--- config.mk ---
export PLATFORM = sky130hd
export DESIGN_NAME = l1_to_l2_rr_arbiter
export DESIGN_NICKNAME = d
export VERILOG_FILES = /design/src/rtl/l1_to_l2_rr_arbiter.sv
export SDC_FILE = /design/constraint.sdc
export NUM_CORES = 1
export LEC_CHECK = 0
export CAP_MARGIN = 15
export CORE_MARGIN = 4
export CORE_UTILIZATION = 30
export DETAILED_ROUTE_END_ITERATION = 8
export GPL_TIMING_DRIVEN = 0
export PLACE_DENSITY = 0.79
export SLEW_MARGIN = 10
export SYNTH_ARGS = -nofsm -noshare
export SYNTH_HDL_FRONTEND = slang
export SYNTH_SLANG_ARGS = --single-unit
--- constraint.sdc ---
create_clock -name clk -period 3.5 [get_ports clk]
set_input_delay 0.35 -clock clk [delete_from_list [all_inputs] [get_ports clk]]
set_output_delay 0.35 -clock clk [all_outputs]
set_load 0.005 [all_outputs]
--- src/rtl/l1_to_l2_rr_arbiter.sv ---
// l1_to_l2_rr_arbiter: N-port L1 -> L2 request arbiter.
// Round-robin or fixed priority; the winner is held until L2 completes.
module l1_to_l2_rr_arbiter #(
   parameter int XLEN     = 32,
   parameter int N_PORTS  = 2,
   parameter int ARB_MODE = 0
) (
   input  logic                    clk,
   input  logic                    reset,
   input  logic [N_PORTS-1:0]      l1_req_valid,
   input  logic [N_PORTS-1:0]      l1_req_op,
   input  logic [2*N_PORTS-1:0]    l1_req_size,
   input  logic [XLEN*N_PORTS-1:0] l1_req_addr,
   input  logic [XLEN*N_PORTS-1:0] l1_req_wdata,
   output logic [N_PORTS-1:0]      l1_req_fulfilled,
   output logic [XLEN-1:0]         l1_rdata,
   output logic                    l2_req_valid,
   output logic                    l2_req_op,
   output logic [1:0]              l2_req_size,
   output logic [XLEN-1:0]         l2_req_addr,
   output logic [XLEN-1:0]         l2_req_wdata,
   input  logic                    l2_req_fulfilled,
   input  logic [XLEN-1:0]         l2_rdata
);

   localparam int IW = (N_PORTS > 1) ? $clog2(N_PORTS) : 1;
   localparam logic [IW-1:0] LAST = IW'(N_PORTS - 1);
   localparam logic [IW:0] NP = (IW+1)'(N_PORTS);

   typedef enum logic {IDLE, BUSY} state_t;

   state_t state, state_nx;
   logic [IW-1:0] rr_ptr, rr_ptr_nx;
   logic [IW-1:0] grant, grant_nx;
   logic [IW-1:0] win, idx;
   logic [IW:0] sum;
   logic any_req, done;

   logic op_q, op_nx, sel_op;
   logic [1:0] size_q, size_nx, sel_size;
   logic [XLEN-1:0] addr_q, addr_nx, sel_addr;
   logic [XLEN-1:0] wdata_q, wdata_nx, sel_wdata;

   // Scan from rr_ptr (wrapping) in RR mode, from port 0 in fixed mode.
   always_comb begin
      win = '0;
      any_req = 1'b0;
      idx = '0;
      sum = '0;
      for (int k = 0; k < N_PORTS; k++) begin
         if (ARB_MODE == 0) begin
            sum = {1'b0, rr_ptr} + (IW+1)'(k);
            if (sum >= NP)
               sum = sum - NP;
            idx = sum[IW-1:0];
         end else begin
            idx = IW'(k);
         end
         if (!any_req && l1_req_valid[idx]) begin
            any_req = 1'b1;
            win = idx;
         end
      end
   end

   always_comb begin
      sel_op = 1'b0;
      sel_size = '0;
      sel_addr = '0;
      sel_wdata = '0;
      for (int i = 0; i < N_PORTS; i++) begin
         if (win == IW'(i)) begin
            sel_op = l1_req_op[i];
            sel_size = l1_req_size[2*i +: 2];
            sel_addr = l1_req_addr[XLEN*i +: XLEN];
            sel_wdata = l1_req_wdata[XLEN*i +: XLEN];
         end
      end
   end

   always_comb begin
      state_nx = state;
      rr_ptr_nx = rr_ptr;
      grant_nx = grant;
      op_nx = op_q;
      size_nx = size_q;
      addr_nx = addr_q;
      wdata_nx = wdata_q;
      unique case (state)
         IDLE: begin
            if (any_req) begin
               state_nx = BUSY;
               grant_nx = win;
               op_nx = sel_op;
               size_nx = sel_size;
               addr_nx = sel_addr;
               wdata_nx = sel_wdata;
            end
         end
         BUSY: begin
            if (l2_req_fulfilled) begin
               state_nx = IDLE;
               if (ARB_MODE == 0)
                  rr_ptr_nx = (grant == LAST) ? '0 : grant + IW'(1);
            end
         end
      endcase
   end

   always_ff @(posedge clk) begin
      if (reset) begin
         state <= IDLE;
         rr_ptr <= '0;
         grant <= '0;
         op_q <= 1'b0;
         size_q <= '0;
         addr_q <= '0;
         wdata_q <= '0;
      end else begin
         state <= state_nx;
         rr_ptr <= rr_ptr_nx;
         grant <= grant_nx;
         op_q <= op_nx;
         size_q <= size_nx;
         addr_q <= addr_nx;
         wdata_q <= wdata_nx;
      end
   end

   // Completion is steered combinationally to the held grant only.
   always_comb begin
      done = (state == BUSY) && l2_req_fulfilled;
      l1_req_fulfilled = '0;
      for (int i = 0; i < N_PORTS; i++)
         l1_req_fulfilled[i] = done && (grant == IW'(i));
      l1_rdata = done ? l2_rdata : '0;
   end

   assign l2_req_valid = (state == BUSY);
   assign l2_req_op = op_q;
   assign l2_req_size = size_q;
   assign l2_req_addr = addr_q;
   assign l2_req_wdata = wdata_q;

endmodule

; ---- After elaboration in Yosys (flattened, before gate mapping)
; Index checks and enable logic that the tools add are counted.
[op_classes]
n_addsub = 4
magnitude_cmp = 4
n_mux = 19
bitwise_logic = 2
reduce_logical = 7
[op_table]
columns = cell, n
row1 = $mux 32, 3
row2 = $mux 1, 14
row3 = $logic_and 1x1->1, 4
row4 = $lt 1x2->1 const B, 2
row5 = $reduce_and 2->1, 2
row6 = $add 1x1->2 const B, 1
row7 = $ge 1x2->1 const B, 1
row8 = $ge 2x2->1 const B, 1
row9 = $mux 2, 1
row10 = $not 1->1, 2
row11 = $pmux 1 s2, 1
row12 = $sub 1x1->1 const B, 2
row13 = $add 1x1->1 const B, 1
row14 = $logic_not 1->1, 1
[totals]
ff_bits = 70
in_bits = 171
output_inout_bits = 102
elab_cells = 43

; ---- Logic depth before layout (Yosys ltp)
[depth]
word_depth = 10
mapped_depth = 6
mapped_depth_nobuf = 3

; ---- Worst setup path before layout
; OpenSTA, ideal clock, no wires.
[synth_timing]
kind = register to output
from = reg state (netlist: l2_req_valid)
to = out l1_rdata[22]
t_arrival_ps = 982
slack_ps = 2168
stages_incl_launch_ff = 4
n_path_buf = 2
cell_sequence = dfxtp_1 > clkbuf_1 > clkbuf_1 > and3_1
[synth_between]
elab_chain_len = 2
[synth_rtl]
columns = item, line_no
row1 = "start, declared", 32  ; state_t state, state_nx;
row2 = "start signal, assigned", 120  ; state <= state_nx;
row3 = $logic_and 1x1->1, 132  ; done = (state == BUSY) && l2_req_fulfilled;
row4 = $mux 32, 136  ; l1_rdata = done ? l2_rdata : '0;
row5 = "end, declared", 16  ; output logic [XLEN-1:0] l1_rdata,
; No other way between the ends.

; ---- Worst setup path in the final report
[layout_timing]
from = reg state (netlist: l2_req_valid)
to = out l1_rdata[25]
; Same word-level chain as after synthesis.

==> results.py <==
metrics = {
    "clock_network": {
        "numCtsBuffers": 9,
        "post_cts_buffers": 0,
        "cts_resized": 0,
        "cts_buffer_depth": 2,
        "cts_tree": "built",
        "cts_root_buffer": "clkbuf_16",
        "clkTransAtPathRegs_ns": 0.06,
        "cts-htree-levels": 3,
        "cts.sink_count": 70,
        "clk_latency_ns": 0.33,
        "postCtsHoldBufs": 0,
    },
    "detailed_routing": {
        "wl_um": 16900,
        "drtPass1Iterations": 5,
        "first_iter_violations": 340,
        "vias_per_cell": 5.33,
        "drc": 0,
        "ant_nets": 0,
        "via_count": 4782,
        "wl_per_cell_um": 18.9,
    },
    "synth": {
        "synth_top_cell_by_area": "dfxtp_1",
        "yosysMostFrequentCell": "dfxtp_1",
        "synth_commonest_cells": "dfxtp_1 (70), nor2_1 (69), nand3_1 (67)",
        "synth_edf_count": 0,
        "synth_warnings": 0,
        "synth_area_leaders": "dfxtp_1 (37%), a311oi_2 (20%), nand3_1 (8.8%)",
        "synth_nets": 614,
        "async_flop_share_pct": 0,
        "syn_area_per_cell_um2": 8.61,
        "synth_top_area_share_pct": 36.7,
        "ys.flop_type": "dfxtp_1",
        "synth-seq-cells": 70,
        "postSynthCellCount": 443,
        "ys_seq_area_share_pct": 36.7,
        "syn_area_um2": 3820,
        "ys_types": 25,
    },
    "global_routing": {
        "grt_overflow_total": 0,
        "grt_max_degree": 13,
        "grt_antenna_before_repair": 0,
        "first_global_vias": 4882,
        "track_usage_pct": 22.3,
        "grt_pass1_wl_um": 25900,
    },
    "placement": {
        "port_buffers": 270,
        "gp_congestion": 0.873,
        "dp_hpwl_um": 13300,
    },
    "setup_path": {
        "path_class": "reg -> out",
        "start_kind": "flip-flop",
        "crit_required_ns": 3.15,
        "cp_max_fo": 10,
        "critPathCaptureType": "output port",
        "arrival_ns": 2.05,
    },
    "layout": {
        "fin_nets": 895,
        "area_delta_synth_final_pct": 84.9,
        "layout-drive-gt1-share_pct": 13.0,
        "num_antenna_cells": 0,
    },
    "outcome": {
        "status": "complete, no violations",
    },
    "floorplan": {
        "die_area_um2": 14600,
        "floorplan.initialDensity_pct": 31.3,
        "rows": 40,
        "die_x_um": 121,
        "die_h_um": 121,
        "io_pins": 273,
        "core-area_um2": 12200,
    },
    "timing": {
        "rsz0062_at_grt": "false",
        "min_period_over_period_pct": 68.6,
        "relSlewSlack_pct": 52.1,
        "min_period_ns": 2.40,
        "fin_tns_setup_ns": 0,
        "fin_skew_ns": 0.00455,
        "hold_viol_final": 0,
        "whs_ns": 0.501,
        "setup_viol": 0,
        "worst_pin_slew_ns": 0.719,
        "drv_slew": 0,
        "clock.fmax_mhz": 416,
    },
    "power": {
        "pwr-share-clk_pct": 36.7,
        "power_switching_share_pct": 27.5,
        "leakage_nw": 2.56,
        "p_seq_share_pct": 33.7,
        "power_density_nw_per_um2": 388,
        "power.total_w": 0.00274,
        "power.switching_w": 0.000752,
        "ir_drop_mv": 0.249,
        "p_comb_share_pct": 29.6,
        "p_int_w": 0.00199,
    },
    "run": {
        "drv_cap": 0,
    },
    "worst_hold_path": {
        "hold_class": "reg -> reg",
    },
}
metrics by stage:
step	std cells	utilization (%)	setup slack (ns)	instance area, um^2
2_1_floorplan	443	-	2.17	3820
3_3_place_gp	881	55.1	1.16	6730
6_report	897	57.8	1.10	7050
4_1_cts	897	57.8	1.04	7050
3_5_place_dp	881	55.1	1.14	6730
5_1_grt	897	57.8	0.924	7050
state kept, by name (all words and copies together) (netlist names):
register / cells
rr_ptr: 1
l2_req_addr: 32
l2_req_wdata: 32
l2_req_op: 1
l2_req_valid: 1
grant: 1
l2_req_size: 2
final cells by class:
| type | instances | area [um^2] |
|---|---|---|
| Inverter | 2 | 7.51 |
| Timing Repair Buffer | 270 | 2700 |
| Clock inverter | 5 | 82.6 |
| Multi-Input combinational cell | 312 | 2100 |
| Sequential cell | 70 | 1400 |
| Fill cell | 1085 | 5160 |
| Buffer | 59 | 308 |
| Tap cell | 168 | 210 |
| Clock buffer | 11 | 243 |
power groups by stage:
stage	clock network (W)	logic, W	registers, W
floorplan	0	0.000330	0.000941
global placement	0	0.000795	0.000936
detailed placement	0	0.000812	0.000939
CTS	0.00101	0.000816	0.000922
global route	0.00105	0.000870	0.000931
finish	0.00101	0.000812	0.000922
worst max-delay path, stage by stage (launching register included):
cell,delay (ns)
dfxtp_1,0.37
clkbuf_1,0.30
clkbuf_1,0.32
and3_1,0.22
clkdlybuf4s50_1,0.51
cells by family (layout without fill, tap and decap cells):
family,count (synthesis),in the layout,synth area share [%]
simple gates,174,174,21.8
compound gates,138,138,33.2
flops,70,70,36.7
buf+inv,61,347,8.26
cells in the final DEF, fill, tap and decap left out, types with 2 or more instances in the layout:
cell type,synthesis,layout
a311oi_1,17,17
a311oi_2,50,50
and3_1,32,32
buf_2,17,17
buf_4,3,3
buf_6,7,7
bufinv_16,0,2
clkbuf_1,31,32
clkbuf_16,0,9
clkdlybuf4s50_1,0,270
clkinv_4,0,2
dfxtp_1,70,70
nand3_1,67,67
nor2_1,69,69
o21ai_0,57,57
o21ai_1,10,10
per-layer routing:
layer	GRT usage, %	vias up	wire length (um)
met5	0	-	0
met4	8.36	0	494
met3	6.17	34	1520
met2	39.5	250	8410
met1	25.4	2281	6500
li1	-	2217	-
worst paths after layout:
check	end	slack, ns	startpoint	cells past startpoint
max	l1_rdata[25]	1.10	l2_req_valid$_SDFF_PP0_	4
min	l2_req_wdata[26]$_SDFFE_PP0P_	0.50	l2_req_wdata[26]$_SDFFE_PP0P_	2
max reg2reg	l2_req_wdata[16]$_SDFFE_PP0P_	1.89	rr_ptr$_SDFFE_PP0P_	5
min reg2reg	l2_req_wdata[26]$_SDFFE_PP0P_	0.50	l2_req_wdata[26]$_SDFFE_PP0P_	2
Power figures use the tool's default switching activity.
